[src/rtl/calc1_req_sequencer.sv]
// calc1 request sequencer: queues requests and drives calc1
// one operation at a time, returning its response.
module calc1_req_sequencer #(
  parameter int FIFO_DEPTH = 4,
  parameter int TIMEOUT    = 64,
  parameter int TMO_W      = 7
) (
  input  logic        c_clk,
  input  logic        reset_n,
  input  logic        req_valid,
  output logic        req_ready,
  input  logic [0:3]  req_cmd,
  input  logic [0:31] req_op1,
  input  logic [0:31] req_op2,
  output logic [0:3]  cmd_in,
  output logic [0:31] data_in,
  input  logic [0:1]  out_resp,
  input  logic [0:31] out_data,
  output logic        rsp_valid,
  input  logic        rsp_ready,
  output logic [0:1]  rsp_code,
  output logic [0:31] rsp_data,
  output logic        busy,
  output logic        tmo_err
);

  localparam int AW = $clog2(FIFO_DEPTH);

  typedef enum logic [2:0] {
    IDLE,
    SEND1,
    SEND2,
    WAIT,
    HOLD
  } state_t;

  state_t state_q, state_d;

  logic [0:3]  q_cmd [FIFO_DEPTH];
  logic [0:31] q_op1 [FIFO_DEPTH];
  logic [0:31] q_op2 [FIFO_DEPTH];

  logic [AW:0] wr_ptr, rd_ptr;
  logic        empty, full, push, pop;

  logic [0:3]  cur_cmd;
  logic [0:31] cur_op1, cur_op2;

  logic [TMO_W-1:0] tmo_cnt;
  logic             tmo_hit;
  logic             cnt_clr, cap_rsp, cap_tmo;

  assign empty = (wr_ptr == rd_ptr);
  assign full  = (wr_ptr[AW] != rd_ptr[AW]) &&
                 (wr_ptr[AW-1:0] == rd_ptr[AW-1:0]);
  assign push  = req_valid && !full;

  assign req_ready = !full;
  assign rsp_valid = (state_q == HOLD);
  assign busy      = (state_q != IDLE) || !empty;
  assign tmo_hit   = (tmo_cnt == TMO_W'(TIMEOUT - 1));

  // Request storage; contents are only meaningful between pointers
  always_ff @(posedge c_clk) begin
    if (push) begin
      q_cmd[wr_ptr[AW-1:0]] <= req_cmd;
      q_op1[wr_ptr[AW-1:0]] <= req_op1;
      q_op2[wr_ptr[AW-1:0]] <= req_op2;
    end
  end

  // FIFO pointers with wrap bit
  always_ff @(posedge c_clk or negedge reset_n) begin
    if (!reset_n) begin
      wr_ptr <= '0;
      rd_ptr <= '0;
    end else begin
      if (push) wr_ptr <= wr_ptr + 1'b1;
      if (pop)  rd_ptr <= rd_ptr + 1'b1;
    end
  end

  // State register
  always_ff @(posedge c_clk or negedge reset_n) begin
    if (!reset_n) state_q <= IDLE;
    else          state_q <= state_d;
  end

  // Next state, pop decision and calc1 drive
  always_comb begin
    state_d = state_q;
    pop     = 1'b0;
    cmd_in  = '0;
    data_in = '0;
    cnt_clr = 1'b0;
    cap_rsp = 1'b0;
    cap_tmo = 1'b0;
    case (state_q)
      IDLE: begin
        if (!empty) begin
          pop     = 1'b1;
          state_d = SEND1;
        end
      end
      SEND1: begin
        cmd_in  = cur_cmd;
        data_in = cur_op1;
        state_d = SEND2;
      end
      SEND2: begin
        data_in = cur_op2;
        cnt_clr = 1'b1;
        state_d = WAIT;
      end
      WAIT: begin
        if (out_resp != 2'd0) begin
          cap_rsp = 1'b1;
          state_d = HOLD;
        end else if (tmo_hit) begin
          cap_tmo = 1'b1;
          state_d = HOLD;
        end
      end
      HOLD: begin
        if (rsp_ready) begin
          if (!empty) begin
            pop     = 1'b1;
            state_d = SEND1;
          end else begin
            state_d = IDLE;
          end
        end
      end
      default: state_d = IDLE;
    endcase
  end

  // Latch the popped request for the two send cycles
  always_ff @(posedge c_clk or negedge reset_n) begin
    if (!reset_n) begin
      cur_cmd <= '0;
      cur_op1 <= '0;
      cur_op2 <= '0;
    end else if (pop) begin
      cur_cmd <= q_cmd[rd_ptr[AW-1:0]];
      cur_op1 <= q_op1[rd_ptr[AW-1:0]];
      cur_op2 <= q_op2[rd_ptr[AW-1:0]];
    end
  end

  // Response wait counter, restarted while sending operand 2
  always_ff @(posedge c_clk or negedge reset_n) begin
    if (!reset_n)               tmo_cnt <= '0;
    else if (cnt_clr)           tmo_cnt <= '0;
    else if (state_q == WAIT)   tmo_cnt <= tmo_cnt + 1'b1;
  end

  // Captured response and sticky timeout flag
  always_ff @(posedge c_clk or negedge reset_n) begin
    if (!reset_n) begin
      rsp_code <= '0;
      rsp_data <= '0;
      tmo_err  <= 1'b0;
    end else if (cap_rsp) begin
      rsp_code <= out_resp;
      rsp_data <= out_data;
    end else if (cap_tmo) begin
      rsp_code <= '0;
      rsp_data <= '0;
      tmo_err  <= 1'b1;
    end
  end

endmodule

[config.mk]
export PLATFORM = sky130hd
export DESIGN_NAME = calc1_req_sequencer
export DESIGN_NICKNAME = d
export VERILOG_FILES = /design/src/rtl/calc1_req_sequencer.sv
export SDC_FILE = /design/constraint.sdc
export NUM_CORES = 1
export LEC_CHECK = 0
export ABC_AREA = 1
export CAP_MARGIN = 40
export CORE_ASPECT_RATIO = 1.2
export CORE_MARGIN = 3
export CORE_UTILIZATION = 50
export DETAILED_ROUTE_END_ITERATION = 7
export GPL_ROUTABILITY_DRIVEN = 0
export PLACE_DENSITY = 0.76
export RECOVER_POWER = 25
export SLEW_MARGIN = 15
export SYNTH_ARGS = -nofsm -noshare
export SYNTH_HDL_FRONTEND = slang
export SYNTH_SLANG_ARGS = --single-unit
[constraint.sdc]
create_clock -name c_clk -period 5.95 [get_ports c_clk]
set_input_delay 0.8925 -clock c_clk [delete_from_list [all_inputs] [get_ports c_clk]]
set_output_delay 0.8925 -clock c_clk [all_outputs]
set_load 0.02 [all_outputs]
==> run metrics <==
worst skew pair latency 0.53 ns; worst reg2reg path depth 8; Post-synth EDFFs around 270; final worst path period share 65.5%; Starting Density between 50% and 60%; TritonCTS clock tree done; worst path required time between 5 and 6 ns; drt total wl 35.4 mm; VDD IR max about 0.36 mV; Clock Path Buffers 3; initial DRC count 1,032; Cell Pwr Density roughly 530 nW/um^2; Synth warnings 0; # Max-Cap Violations 0; # DRC 0; layout net count 1,565; Total Neg Setup Slack 0 ns; Crit Reg-Reg Startpoint rd_ptr[0]; post-CTS sizing 0; Die Y a little under 200 um; share of layout cells above drive strength 1 6.48%; Seq/Total Area, Yosys ~73%; CTS Buf Count 38; core area approximately 30,000 sq um; synthesized flop and latch total around 400; dpl hpwl 21.2 mm; Netlist cell types 32; FMAX 257 MHz; relative slew slack a little under half; R2R Setup Slk 2.69 ns; crit-path max FO 25; Mapped Cells between 1,000 and 1,500; most used flip-flop cell after synthesis edfxtp_1; cts hold-fix bufs 0; clk sinks around 390; # rows 69; All-Layer GR Usage a little over a fifth; fin. max-slew vios 0; Worst Skew between 0.02 and 0.025 ns; initial antenna violation count 11; clk slew on worst S/H paths approximately 0.060 ns; H-tree depth 2; Hold Fails Final Rpt 0; ranking of synthesized cells by area edfxtp_1 53%, dfrtp_1 19%, o21ai_0 7.0%; Hold WC Path Type input pin to asynchronous set/reset pin; first drt pass iteration count 5; die area ~33,000 sq um; I/O pins between 150 and 200; cell taking the most area after synthesis edfxtp_1; vias per cell approximately 5.5; first-pass GRT wire length ~55 mm; Post-CTS Setup Bufs 0; Avg Synthesized Cell Area between 10 and 15 sq um; mapped cell area around 15,000 sq um; data arrival time of the critical path approximately 3.0 ns; status finished clean; post-synth top area share between 50 and 60%; asr flop ratio synth about 30%; total grt overflow 0; CTS root buffer clkbuf_16; Die W between 150 and 200 um; terminus of the critical flop-to-flop path q_op1[1][29]; minimum clock period between 3 and 4 ns; IO buf count approximately 180; Layout area overhead 22.5%; RSZ-0062 raised after global routing no; Synthesized Nets between 1,000 and 1,500; antenna viol nets, final 0; Startpoint Class flip-flop; largest net degree at the start of global routing 78; DR vias about 10,000; LEAKAGE between 7 and 8 nW; worst slew pin tran 0.796 ns; WL/cell approximately 19 um; WS Path Type flip-flop to output port; Crit. End Element output port; vias in the first global route 10,100; Setup-failing EPs final 0; Final Power between 9 and 10 mW
how the worst max path moves through the flow:
stage / startpoint / end / slack (ns) / cells after the start
after global routing: state_q[0] / data_in[9] / 1.84 / 7
final: state_q[0] / data_in[2] / 2.05 / 7
after floorplan: rd_ptr[0] / q_cmd[0][0] / 1.45 / 6
after detailed placement: rd_ptr[0] / busy / 2.62 / 6
after CTS: rd_ptr[0] / busy / 2.06 / 6
after global placement: state_q[0] / data_in[27] / 2.47 / 3
flip-flops by register name, indices dropped and copies added, names as in the netlist:
signal and flops:
rsp_data 32, q_cmd 16, cur_op1 32, q_op1 128
state_q 3, q_op2 128, tmo_err 1, rsp_code 2
cur_cmd 4, wr_ptr 3, tmo_cnt 7, rd_ptr 3
cur_op2 32
critical path, cell delays in order, from the launching register on:
cell	delay, ns
dfrtp_1	0.49
nor2_1	0.17
nand2_1	0.15
inv_1	0.34
buf_4	0.38
nand2_1	0.07
o21ai_0	0.19
clkdlybuf4s50_1	0.70
cell type report:
class                      count  area, sq um
antenna                        5         12.5
sequential                   391        11200
inverter                      95          362
tap                          390          488
clock inverter                18          139
clock buffer                  51         1050
multi-input combinational    730         3450
timing repair buffer         197         2080
fill                        2271        11100
cell families (layout without fill, tap and decap cells):
logic type	after synthesis	after routing	synth area share, %
simple gates	399	399	10.5
flops	391	391	72.9
compound gates	322	322	11.1
buf+inv	170	361	4.77
fa+ha+maj	6	6	0.491
xor+xnor	3	3	0.172
other cells	0	5	0
layout by cell type (no fill, tap or decap), types with 34 or more instances in the layout:
| master | netlist | routed |
|---|---|---|
| clkbuf_16 | 0 | 39 |
| clkdlybuf4s50_1 | 0 | 141 |
| dfrtp_1 | 119 | 117 |
| dlygate4sd3_1 | 0 | 37 |
| edfxtp_1 | 272 | 272 |
| inv_1 | 90 | 90 |
| nand2_1 | 195 | 195 |
| nand3_1 | 43 | 42 |
| nor2_1 | 148 | 144 |
| o21ai_0 | 213 | 213 |
| o21ai_1 | 34 | 34 |
| o22ai_1 | 68 | 68 |
synth_stat cells, drive strengths merged, types with 2 or more instances:
cell type    n
a21oi        6
buf         33
clkbuf      42
dfrtp      119
edfxtp     272
ha           6
inv         95
nand2      201
nand3       45
nor2       150
o21ai      247
o22ai       68
xor2         2
layer usage:
layer | GRT usage [%] | wire (um)
met4 | 6.56 | 777
met2 | 35.6 | 17500
met5 | 0 | 29
met3 | 4.50 | 2820
met1 | 28.3 | 14300
per-stage QoR:
stage / util [%] / instance area (sq um) / setup WS (ns) / hold WS, ns / instances
6_report: 62.7 / 18700 / 2.05 / 0.422 / 1877
5_1_grt: 62.7 / 18700 / 1.84 / 0.473 / 1876
4_1_cts: 62.7 / 18700 / 2.06 / 0.447 / 1872
3_5_place_dp: 58.7 / 17500 / 2.62 / 0.459 / 1803
3_3_place_gp: 58.0 / 17300 / 2.47 / 0.448 / 1795
2_1_floorplan: - / 15300 / 1.45 / 0.449 / 1291
report_power, final:
part | switching (mW) | internal (mW) | total [mW] | leakage, nW
sequential | 0.386 | 3.74 | 4.12 | 3.97
combinational | 2.29 | 1.28 | 3.58 | 2.55
clock | 0.976 | 1.29 | 2.27 | 0.580
total | 3.65 | 6.31 | 9.97 | 7.09
No activity file was read; power rests on OpenSTA's default activity.
